--- src/rtl/snn_frame_ctrl_if.sv ---
// snn_frame_ctrl_if: frame sequencer signal bundle.
// Ports: rx byte in, input-RAM write/mux, core start/done, tx launch, status.
interface snn_frame_ctrl_if #(
  parameter int ADDR_W = 10
);
  logic              rx_rdy;
  logic [7:0]        rx_data;
  logic              ram_we;
  logic [ADDR_W-1:0] ram_addr;
  logic              ram_wdata;
  logic [ADDR_W-1:0] core_addr;
  logic              core_start;
  logic              core_done;
  logic [3:0]        core_digit;
  logic              tx_start;
  logic [7:0]        tx_data;
  logic              tx_rdy;
  logic              busy;
  logic              timeout;
  logic [7:0]        drop_cnt;

  modport master (
    input  rx_rdy, rx_data, core_addr,
    input  core_done, core_digit, tx_rdy,
    output ram_we, ram_addr, ram_wdata,
    output core_start, tx_start, tx_data,
    output busy, timeout, drop_cnt
  );

  modport slave (
    output rx_rdy, rx_data, core_addr,
    output core_done, core_digit, tx_rdy,
    input  ram_we, ram_addr, ram_wdata,
    input  core_start, tx_start, tx_data,
    input  busy, timeout, drop_cnt
  );
endinterface

--- src/rtl/snn_frame_ctrl.sv ---
// snn_frame_ctrl: one SNN inference frame, rx bytes -> RAM -> core -> tx.
// Ports: clk, rst (sync, active-high), bus (snn_frame_ctrl_if.master).
module snn_frame_ctrl #(
  parameter int NUM_BYTES = 98,
  parameter int ADDR_W    = 10,
  parameter int TIMEOUT   = 5000000
) (
  input logic              clk,
  input logic              rst,
  snn_frame_ctrl_if.master bus
);
  localparam int TMR_W = (TIMEOUT > 1) ? $clog2(TIMEOUT) : 1;
  localparam int CNT_W = $clog2(NUM_BYTES + 1);

  typedef enum logic [2:0] {
    IDLE, UNPACK, WAIT_BYTE, START, RUN, SEND, WAIT_TX
  } state_t;

  state_t            state, state_d;
  logic [ADDR_W-1:0] wr_addr;
  logic [CNT_W-1:0]  byte_cnt;
  logic [2:0]        bit_cnt;
  logic [TMR_W-1:0]  timer;
  logic [7:0]        shreg;
  logic [3:0]        digit_q;
  logic [7:0]        tx_data_q;
  logic [7:0]        drop_q;
  logic [1:0]        guard;
  logic              timeout_q;
  logic              tx_go;
  logic              drop;
  logic              last_byte;
  logic              tmr_exp;

  assign last_byte = byte_cnt == CNT_W'(NUM_BYTES - 1);
  assign tmr_exp   = timer == TMR_W'(TIMEOUT - 1);

  always_ff @(posedge clk) begin
    if (rst) state <= IDLE;
    else     state <= state_d;
  end

  always_comb begin
    state_d = state;
    tx_go   = 1'b0;
    drop    = 1'b0;
    unique case (state)
      IDLE:
        if (bus.rx_rdy) state_d = UNPACK;
      UNPACK: begin
        drop = bus.rx_rdy;
        if (bit_cnt == 3'd7)
          state_d = last_byte ? START : WAIT_BYTE;
      end
      WAIT_BYTE:
        // a byte arriving on the expiry cycle still wins
        if (bus.rx_rdy)   state_d = UNPACK;
        else if (tmr_exp) state_d = IDLE;
      START: begin
        drop    = bus.rx_rdy;
        state_d = RUN;
      end
      RUN: begin
        drop = bus.rx_rdy;
        if (bus.core_done) state_d = SEND;
      end
      SEND: begin
        drop = bus.rx_rdy;
        if (bus.tx_rdy) begin
          tx_go   = 1'b1;
          state_d = WAIT_TX;
        end
      end
      WAIT_TX: begin
        drop = bus.rx_rdy;
        // uart_tx needs a couple of cycles to drop tx_rdy
        if (guard == 2'd2 && bus.tx_rdy)
          state_d = IDLE;
      end
      default: state_d = IDLE;
    endcase
  end

  always_ff @(posedge clk) begin
    if (rst) begin
      wr_addr   <= '0;
      byte_cnt  <= '0;
      bit_cnt   <= '0;
      timer     <= '0;
      shreg     <= '0;
      digit_q   <= '0;
      tx_data_q <= '0;
      drop_q    <= '0;
      guard     <= '0;
      timeout_q <= 1'b0;
    end else begin
      timeout_q <= 1'b0;
      if (drop && drop_q != 8'hFF)
        drop_q <= drop_q + 8'd1;
      unique case (state)
        IDLE:
          if (bus.rx_rdy) begin
            shreg   <= bus.rx_data;
            bit_cnt <= '0;
          end
        UNPACK: begin
          shreg   <= shreg >> 1;
          wr_addr <= wr_addr + ADDR_W'(1);
          bit_cnt <= bit_cnt + 3'd1;
          if (bit_cnt == 3'd7) begin
            byte_cnt <= byte_cnt + CNT_W'(1);
            timer    <= '0;
          end
        end
        WAIT_BYTE:
          if (bus.rx_rdy) begin
            shreg   <= bus.rx_data;
            bit_cnt <= '0;
            timer   <= '0;
          end else if (tmr_exp) begin
            timeout_q <= 1'b1;
            wr_addr   <= '0;
            byte_cnt  <= '0;
            timer     <= '0;
          end else begin
            timer <= timer + TMR_W'(1);
          end
        START: begin
          wr_addr  <= '0;
          byte_cnt <= '0;
        end
        RUN:
          // load tx_data early so it is stable under tx_start
          if (bus.core_done) begin
            digit_q   <= bus.core_digit;
            tx_data_q <= 8'h30 | {4'h0, bus.core_digit};
          end
        SEND: begin
          guard <= '0;
          if (bus.tx_rdy)
            tx_data_q <= 8'h30 | {4'h0, digit_q};
        end
        WAIT_TX:
          if (guard != 2'd2) guard <= guard + 2'd1;
        default: ;
      endcase
    end
  end

  assign bus.ram_we     = state == UNPACK;
  assign bus.ram_addr   = (state == RUN) ? bus.core_addr : wr_addr;
  assign bus.ram_wdata  = shreg[0];
  assign bus.core_start = state == START;
  assign bus.tx_start   = tx_go;
  assign bus.tx_data    = tx_data_q;
  assign bus.busy       = state != IDLE;
  assign bus.timeout    = timeout_q;
  assign bus.drop_cnt   = drop_q;
endmodule
--- src/flat_wrapper.sv ---
// flat-port wrapper written by rule: the top's interface ports become plain ports
module snn_frame_ctrl_flat 
#(
  parameter int NUM_BYTES = 98,
  parameter int ADDR_W    = 10,
  parameter int TIMEOUT   = 5000000
)
  (clk, rst, bus_rx_rdy, bus_rx_data, bus_core_addr, bus_core_done, bus_core_digit, bus_tx_rdy, bus_ram_we, bus_ram_addr, bus_ram_wdata, bus_core_start, bus_tx_start, bus_tx_data, bus_busy, bus_timeout, bus_drop_cnt);
  snn_frame_ctrl_if #(.ADDR_W(ADDR_W)) bus_i ();
  input logic clk;
  input logic rst;
  input wire logic [$bits(bus_i.rx_rdy)-1:0] bus_rx_rdy;
  input wire logic [$bits(bus_i.rx_data)-1:0] bus_rx_data;
  input wire logic [$bits(bus_i.core_addr)-1:0] bus_core_addr;
  input wire logic [$bits(bus_i.core_done)-1:0] bus_core_done;
  input wire logic [$bits(bus_i.core_digit)-1:0] bus_core_digit;
  input wire logic [$bits(bus_i.tx_rdy)-1:0] bus_tx_rdy;
  output wire logic [$bits(bus_i.ram_we)-1:0] bus_ram_we;
  output wire logic [$bits(bus_i.ram_addr)-1:0] bus_ram_addr;
  output wire logic [$bits(bus_i.ram_wdata)-1:0] bus_ram_wdata;
  output wire logic [$bits(bus_i.core_start)-1:0] bus_core_start;
  output wire logic [$bits(bus_i.tx_start)-1:0] bus_tx_start;
  output wire logic [$bits(bus_i.tx_data)-1:0] bus_tx_data;
  output wire logic [$bits(bus_i.busy)-1:0] bus_busy;
  output wire logic [$bits(bus_i.timeout)-1:0] bus_timeout;
  output wire logic [$bits(bus_i.drop_cnt)-1:0] bus_drop_cnt;
  assign bus_i.rx_rdy = bus_rx_rdy;
  assign bus_i.rx_data = bus_rx_data;
  assign bus_i.core_addr = bus_core_addr;
  assign bus_i.core_done = bus_core_done;
  assign bus_i.core_digit = bus_core_digit;
  assign bus_i.tx_rdy = bus_tx_rdy;
  assign bus_ram_we = bus_i.ram_we;
  assign bus_ram_addr = bus_i.ram_addr;
  assign bus_ram_wdata = bus_i.ram_wdata;
  assign bus_core_start = bus_i.core_start;
  assign bus_tx_start = bus_i.tx_start;
  assign bus_tx_data = bus_i.tx_data;
  assign bus_busy = bus_i.busy;
  assign bus_timeout = bus_i.timeout;
  assign bus_drop_cnt = bus_i.drop_cnt;
  snn_frame_ctrl #(.NUM_BYTES(NUM_BYTES), .ADDR_W(ADDR_W), .TIMEOUT(TIMEOUT)) u_core (.clk(clk), .rst(rst), .bus(bus_i));
endmodule
--- config.mk ---
export PLATFORM = sky130hd
export DESIGN_NAME = snn_frame_ctrl_flat
export DESIGN_NICKNAME = d
export VERILOG_FILES = /design/src/rtl/snn_frame_ctrl_if.sv /design/src/rtl/snn_frame_ctrl.sv /design/src/flat_wrapper.sv
export SDC_FILE = /design/constraint.sdc
export NUM_CORES = 1
export LEC_CHECK = 0
export ABC_CLOCK_PERIOD_IN_PS = 3100
export CORE_MARGIN = 4
export CORE_UTILIZATION = 54
export DETAILED_ROUTE_END_ITERATION = 7
export PLACE_DENSITY = 0.77
export SLEW_MARGIN = 25
export SYNTH_ARGS = -nofsm -noshare
export SYNTH_HDL_FRONTEND = slang
export SYNTH_SLANG_ARGS = --single-unit
--- constraint.sdc ---
create_clock -name clk -period 3.1 [get_ports clk]
set_input_delay 0.62 -clock clk [delete_from_list [all_inputs] [get_ports clk]]
set_output_delay 0.62 -clock clk [all_outputs]
set_load 0.02 [all_outputs]
# ---- Word-level counts from Yosys, hierarchy flattened
# Index checks and enable logic that the tools add are counted.
dict set report word_totals {
  out_inout_bits 32
  elab_cells 94
  register_bits 77
}
dict set report op_classes {
  eq_ne 22
  mux 34
  add_sub_neg 6
  bitwise_logic 1
  reduce_logical 20
}
# op count
set op_table {}
lappend op_table {{23-bit two-way mux} 3}
lappend op_table {{23-bit one-hot mux with 2 select lines} 1}
lappend op_table {{8-bit one-hot mux with 2 select lines} 2}
lappend op_table {{10-bit two-way mux} 3}
lappend op_table {{10-bit one-hot mux with 3 select lines} 1}
lappend op_table {{3-bit two-way mux} 8}
lappend op_table {{8-bit two-way mux} 3}
lappend op_table {{23-bit by 1-bit adder with 23-bit output, second input constant} 1}
lappend op_table {{23-bit == test, second input constant} 1}
lappend op_table {{7-bit two-way mux} 3}
lappend op_table {{3-bit one-hot mux with 7 select lines} 1}
lappend op_table {{7-bit one-hot mux with 3 select lines} 1}
lappend op_table {{3-bit == test, second input constant} 4}
lappend op_table {{10-bit by 1-bit adder with 10-bit output, second input constant} 1}
lappend op_table {{2-bit by 1-bit != test with 1-bit output, second input constant} 5}
lappend op_table {{2-bit != test, second input constant} 5}
lappend op_table {{8-bit by 1-bit adder with 8-bit output, second input constant} 1}
lappend op_table {{8-bit != test, second input constant} 1}
lappend op_table {{2-bit AND reduction} 4}
lappend op_table {{2-bit nonzero test} 4}
lappend op_table {{7-bit by 1-bit adder with 7-bit output, second input constant} 1}
lappend op_table {{7-bit == test, second input constant} 1}
lappend op_table {{3-bit by 2-bit == test with 1-bit output, second input constant} 2}
lappend op_table {{3-bit one-hot mux with 2 select lines} 1}
lappend op_table {{other kinds (18)} 25}

# ---- Longest topological paths before layout
# Gate-level depths: netlist of run 1.
dict set report logic_depth {
  word_depth 4
  mapped_depth 7
}

# ---- Worst setup path after synthesis of run 1
# OpenSTA, ideal clock, no wires.
dict set report synth_timing {
  path_type {register to output}
  start {register u_core.state[2]}
  end {output port bus_ram_addr[4]}
  stages_incl_launch_ff 5
  slack_ns 0.585
  arrival_ns 1.895
  path_cell_list {dfxtp_1 clkbuf_1 nor3b_1 clkbuf_1 mux2_2}
}
dict set report synth_via {
  elab_chain_cells 2
}
# item line_no
set synth_rtl {}
lappend synth_rtl {{start, declared} snn_frame_ctrl.sv:19} ;# state_t state, state_d;
lappend synth_rtl {{start signal, assigned} snn_frame_ctrl.sv:40} ;# else state <= state_d;
lappend synth_rtl {{3-bit == test} snn_frame_ctrl.sv:151} ;# assign bus.ram_addr = (state == RUN) ? bus.core_addr : wr_addr;
lappend synth_rtl {{10-bit two-way mux} snn_frame_ctrl.sv:151}
lappend synth_rtl {{end, declared} flat_wrapper.sv:19} ;# output wire logic [$bits(bus_i.ram_addr)-1:0] bus_ram_addr;
# Every way passes these cells.

# ---- Final worst setup path of run 1
dict set report layout_timing {
  start {register u_core.state[1]}
  end {output port bus_ram_addr[1]}
}
# Same word-level chain as after synthesis.

==> results of run 1 <==
[synth_stat cells, types with 3 or more instances]
library cell and n:
clkbuf_1 21, ha_1 8, nand2_1 35, nor3_1 20, a21oi_1 35, mux2i_1 7, nand4_1 12, xor2_1 4
a311oi_1 8, a222oi_1 7, a31oi_1 12, buf_4 3, o21ai_0 14, nor3b_1 4, o211ai_1 3, nand3_1 21
nor2_1 55, xnor2_1 8, and4_1 6, and3_1 10, a22oi_1 4, and2_1 6, mux2_2 10, a211oi_1 6
a21o_1 4, nand3b_1 4, nor4_1 3, nand2b_1 7, dfxtp_1 74, buf_2 3, inv_1 9
[critical path: stages (launching register included)]
cell,delay [ns]
dfxtp_1,0.42
nor3b_2,0.25
buf_4,0.23
mux2_2,0.35
clkdlybuf4s50_1,0.55
[flip-flops by register name, indices dropped and copies added (netlist names)]
register / count
u_core.bit_cnt: 3
u_core.bus.drop_cnt: 8
u_core.bus.timeout: 1
u_core.bus.tx_data: 5
u_core.byte_cnt: 7
u_core.digit_q: 4
u_core.guard: 2
u_core.shreg: 8
u_core.state: 3
u_core.timer: 23
u_core.wr_addr: 10
[worst paths after layout]
| kind | end | cells after the start |
|---|---|---|
| hold / removal | u_core.digit_q[2]$_SDFFE_PP0P_ | 2 |
| hold reg to reg | u_core.digit_q[2]$_SDFFE_PP0P_ | 2 |
| setup / recovery | bus_ram_addr[1] | 4 |
| setup reg to reg | u_core.timer[5]$_SDFFE_PP0P_ | 7 |
[cells by family after synthesis]
group	share of synthesized area
XOR/XNOR	0.0275
multiplexers	0.0508
buffers and inverters	0.0393
AND/OR/NAND/NOR	0.269
other	0.000982
AO/OA/AOI/OAI	0.198
adder cells (fa/ha/maj)	0.0262
flip-flops	0.388
[routing by layer]
metal | vias to the layer above | share of wire | wire [um]
li1 | 1795 | - | -
met1 | 1662 | 0.45 | 4090
met2 | 110 | 0.48 | 4410
met3 | 18 | 0.052 | 479
met4 | 0 | 0.019 | 170
met5 | - | 0 | 0
[power groups by stage]
stage / Combinational, mW / Sequential, mW / Clock (mW)
6_report: 0.910 / 1.08 / 0.742
5_1_grt: 0.996 / 1.09 / 0.789
4_1_cts: 0.904 / 1.08 / 0.746
3_5_place_dp: 0.897 / 1.10 / 0
3_3_place_gp: 0.882 / 1.10 / 0
2_1_floorplan: 0.598 / 1.08 / 0
[cell type report]
type / count / area share
Inverter: 9 / 0.00725
Tap cell: 96 / 0.0258
Multi-Input combinational cell: 347 / 0.472
Clock buffer: 12 / 0.0311
Sequential cell: 74 / 0.318
Timing Repair Buffer: 67 / 0.137
Clock inverter: 3 / 0.00859
[per-stage QoR]
| stage | setup WS (ns) | utilization |
|---|---|---|
| finish | 0.334 | 0.682 |
| global route | 0.219 | 0.682 |
| CTS | 0.306 | 0.682 |
| detailed placement | 0.426 | 0.655 |
| global placement | 0.517 | 0.655 |
| floorplan | 0.585 | - |
==> out/metrics.cfg, run 1 <==
[setup_path]
r2r-start=u_core.state[1]$_SDFFE_PP0P_
critPathKind=reg -> out
crit_required_ns=2.48
crit_arrival_ns=2.15
startpoint_type=flip-flop
reg2reg_slack_ns=0.70
worstPathMaxFanout=10
critPathCaptureType=primary output
crit_start=u_core.state[1]$_SDFFE_PP0P_

[timing]
min_period_ns=2.77
rsz0062_at_grt=no
fin_setup_tns_ns=0
hold_ws_ns=0.457
skew_ns=0.0105
finalHoldViolCount=0
finalCritPeriodShare=0.892
setup-violations-final=0
max_freq_ghz=0.362
final_max_slew_viol_count=0
slew_headroom=0.501
tightest_slew_ns=0.742

[routing]
vias=3585
via_per_inst=5.90
ant_nets=0
drc=0
drt_pass1_iterations=6
drtIter0Drc=220
wl_per_cell_um=15.1
wl_mm=9.16

[clock_network]
cts_max_path_buffers=2
insertion_delay_ns=0.35
cts_hold_buf=0
cts.sinks=74
clock-root-buffer=clkbuf_8
cts_tree=done
cts_resized=0
cts-htree-levels=3
post_cts_buffers=0
path_clk_slew_ns=0.07
cts_buffers=9

[global_routing]
grt_max_degree=50
met3_usage=0.0550
antenna_found_initial=0
gr-max-usage-layer=met2
first_global_vias=3381
use_met1=0.274
grt_use_met2=0.355
grtUsageTotal=0.220
overflow=0
grt_pass1_wl_mm=15.3

[yosys]
synth_edf_count=0
yosysTopAreaCellShare=0.388
avgSynthCellArea_um2=8.38
async_flop_share=0
yosysSeqAreaShare=0.388
ys.flop_type=dfxtp_1
synth.lib_cells_used.distinct=60
synth-seq-cells=74
ys.warnings.count=0
netlist_area_um2=3820
synth_area_leader_cell=dfxtp_1
syn-instance-count=456
ys_top_cells_by_area=dfxtp_1, nor2_1, a21oi_1, nand2_1, mux2_2

[cells_and_area]
design_area_um2=4660
multiInputGateArea_um2=2200
nFillCells=580
final_common_cell=dfxtp_1
most-common-layout-cells=dfxtp_1, nor2_1, clkdlybuf4s50_1
antenna_cells=0
ff_latch_area_um2=1480
nets=543
syn_to_final_growth_pct=22.0
final_cells=608
final_layout_size_suffix_gt1_frac=0.0859

[placed_design]
io_buffers=56
place_area_um2=4480
placed_cells=593
dp.final_hpwl_mm=6.32
gp_congestion=0.861

[worst_hold_path]
hold_class=reg -> reg
min_from=u_core.digit_q[2]$_SDFFE_PP0P_

[pwr]
power_frac_seq=0.394
internal-power_mw=1.76
p_sw_uw=963
leakagePower_nw=1.69
vdd_drop_max_v=0.000450
p_comb_frac=0.334
power.density_nw_per_um2=585
p_sw_frac=0.353
p_clk_frac=0.272
power_mw=2.73

[die]
die_w_um=92.1
dieArea_um2=8480
initial_core_util=0.559
num_rows=30
die_h_um=92.1
io_pins=59
core_um2=6830

[outcome]
run_status=completed

[run]
cap_viol_max_count=0

Note: power is estimated with default switching activity, not from simulation.
==> run 2: changes to the inputs <==
GPL_ROUTABILITY_DRIVEN = 0   (was unset)
PLACE_DENSITY = unset   (was 0.77)
PLACE_DENSITY_LB_ADDON = 0.15   (was unset)
==> out/metrics.cfg, run 2 (same netlist as run 1, synthesis figures left out) <==
[cells_and_area]
most-common-layout-cells=dfxtp_1, nor2_1, clkdlybuf4s50_1  ; unchanged
nets=544  ; was 543
largestRegisters=u_core.timer: 23 flops, u_core.wr_addr: 10 flops  ; unchanged
final_layout_size_suffix_gt1_frac=0.0914  ; was 0.0859
final_common_cell=dfxtp_1  ; unchanged
antenna_cells=0  ; unchanged
largest_reg_flops=23  ; unchanged
largest_register=u_core.timer  ; unchanged
design_area_um2=4670  ; was 4660 um^2
syn_to_final_growth_pct=22.2  ; was 22.0%
final_util=0.683  ; was 0.682
final_cells=610  ; was 608

[routing]
drt_pass1_iterations=4  ; was 6
wl_per_cell_um=14.8  ; was 15.1 um
drtIter0Drc=249  ; was 220
via_per_inst=5.90  ; about the same
vias=3596  ; was 3585
ant_nets=0  ; unchanged
wl_mm=9.02  ; was 9.16 mm
drc=0  ; unchanged

[clock_network]
cts_tree=done  ; unchanged
cts.sinks=74  ; unchanged
cts-htree-levels=3  ; unchanged
cts_buffers=9  ; unchanged
clock-root-buffer=clkbuf_8  ; unchanged
cts_hold_buf=0  ; unchanged
cts_max_path_buffers=2  ; unchanged
insertion_delay_ns=0.35  ; about the same
cts_resized=0  ; unchanged
post_cts_buffers=0  ; unchanged
path_clk_slew_ns=0.08  ; was 0.07 ns

[die]
die_w_um=92.1  ; unchanged
core_um2=6830  ; unchanged
num_rows=30  ; unchanged
io_pins=59  ; unchanged
initial_core_util=0.559  ; unchanged
dieArea_um2=8480  ; unchanged
die_h_um=92.1  ; unchanged

[setup_path]
reg2reg_slack_ns=0.73  ; was 0.70 ns
critPathCaptureType=primary output  ; unchanged
cpMaxStageDelayCell=clkdlybuf4s50_1  ; unchanged
path_depth=4  ; unchanged
startpoint_type=flip-flop  ; unchanged
crit_arrival_ns=2.22  ; was 2.15 ns
reg2reg_depth=5  ; was 7
critPathKind=reg -> out  ; unchanged
r2r-end=u_core.byte_cnt[1]$_SDFFE_PP0P_  ; was u_core.timer[5]$_SDFFE_PP0P_
crit_required_ns=2.48  ; about the same
cp_top_family=buffers and inverters  ; unchanged
crit_chain=nor3b_2 -> buf_4 -> mux2_2 -> clkdlybuf4s50_1  ; unchanged
slowest_delay_ns=0.56  ; was 0.55 ns
worstPathMaxFanout=11  ; was 10
crit_buf_inv=2  ; unchanged
r2r-start=u_core.timer[13]$_SDFFE_PP0P_  ; was u_core.state[1]$_SDFFE_PP0P_

[timing]
tightest_slew_ns=0.665  ; was 0.742 ns
setup-violations-final=0  ; unchanged
rsz0062_at_grt=no  ; unchanged
max_freq_ghz=0.352  ; was 0.362 GHz
final_max_slew_viol_count=0  ; unchanged
hold_ws_ns=0.464  ; was 0.457 ns
min_period_ns=2.84  ; was 2.77 ns
skew_ns=0.00560  ; was 0.0105 ns
fin_setup_tns_ns=0  ; unchanged
finalHoldViolCount=0  ; unchanged
finalCritPeriodShare=0.917  ; was 0.892
slew_headroom=0.553  ; was 0.501

[global_routing]
overflow=0  ; unchanged
first_global_vias=3382  ; was 3381
grt_pass1_wl_mm=15.2  ; was 15.3 mm
gr-max-usage-layer=met2  ; unchanged
grt_use_met2=0.361  ; was 0.355
antenna_found_initial=0  ; unchanged
grt_max_degree=50  ; unchanged
met3_usage=0.0361  ; was 0.0550
use_met1=0.281  ; was 0.274
grtUsageTotal=0.217  ; was 0.220

[worst_hold_path]
hold_class=reg -> reg  ; unchanged
holdPathStages=2  ; unchanged
whs_endpoint=u_core.digit_q[3]$_SDFFE_PP0P_  ; was u_core.digit_q[2]$_SDFFE_PP0P_
min_from=u_core.digit_q[3]$_SDFFE_PP0P_  ; was u_core.digit_q[2]$_SDFFE_PP0P_

[run]
cap_viol_max_count=0  ; unchanged

[pwr]
leakagePower_nw=1.69  ; about the same
power.density_nw_per_um2=579  ; was 585 nW/um^2
vdd_drop_max_v=0.000400  ; was 0.000450 V

[placed_design]
placed_cells=594  ; was 593
io_buffers=56  ; unchanged
dp.final_hpwl_mm=6.30  ; was 6.32 mm
place_area_um2=4480  ; about the same

[outcome]
run_status=completed  ; unchanged

## run 2: through the flow
step	setup WS (ns)	total power [mW]
after floorplan	0.585	1.68
after global placement	0.492	1.96
after global routing	0.193	2.84
final	0.256	2.70
after detailed placement	0.468	1.99
after CTS	0.242	2.71
## run 2: how the worst max path moves through the flow
| stage | startpoint | end | slack (ns) |
|---|---|---|---|
| floorplan | u_core.state[2]$_SDFFE_PP0P_ | bus_ram_addr[4] | 0.59 |
| global placement | bus_rx_rdy | u_core.timer[15]$_SDFFE_PP0P_ | 0.49 |
| detailed placement | bus_rx_rdy | u_core.timer[22]$_SDFFE_PP0P_ | 0.47 |
| CTS | u_core.state[0]$_SDFFE_PP0P_ | bus_ram_addr[9] | 0.24 |
| global route | u_core.state[0]$_SDFFE_PP0P_ | bus_ram_addr[9] | 0.19 |
| finish | u_core.state[0]$_SDFFE_PP0P_ | bus_ram_addr[9] | 0.26 |
## run 2: layer usage
layer | wire length, um | up-vias
li1 | - | 1794
met1 | 4220 | 1709
met2 | 4270 | 87
met3 | 438 | 6
met4 | 93 | 0
met5 | 0 | -
## run 2: final cells by class
cell class | count | area, um^2
Inverter | 9 | 33.8
Clock inverter | 6 | 57.6
Sequential cell | 74 | 1480
Tap cell | 96 | 120
Timing Repair Buffer | 68 | 646
Fill cell | 559 | 2160
Clock buffer | 10 | 128
Multi-Input combinational cell | 347 | 2200
## run 2: worst min-delay path: stages (launching register included)
cell,delay [ns]
dfxtp_1,0.32
nand2_1,0.05
a21oi_1,0.05
## run 2: where the power goes
part / switching, mW / leakage [nW] / internal, mW / total (mW)
Sequential: 0.0765 / 0.598 / 1.02 / 1.09
Combinational: 0.521 / 1.00 / 0.362 / 0.883
Clock: 0.362 / 0.0958 / 0.366 / 0.728
Total: 0.960 / 1.69 / 1.74 / 2.70
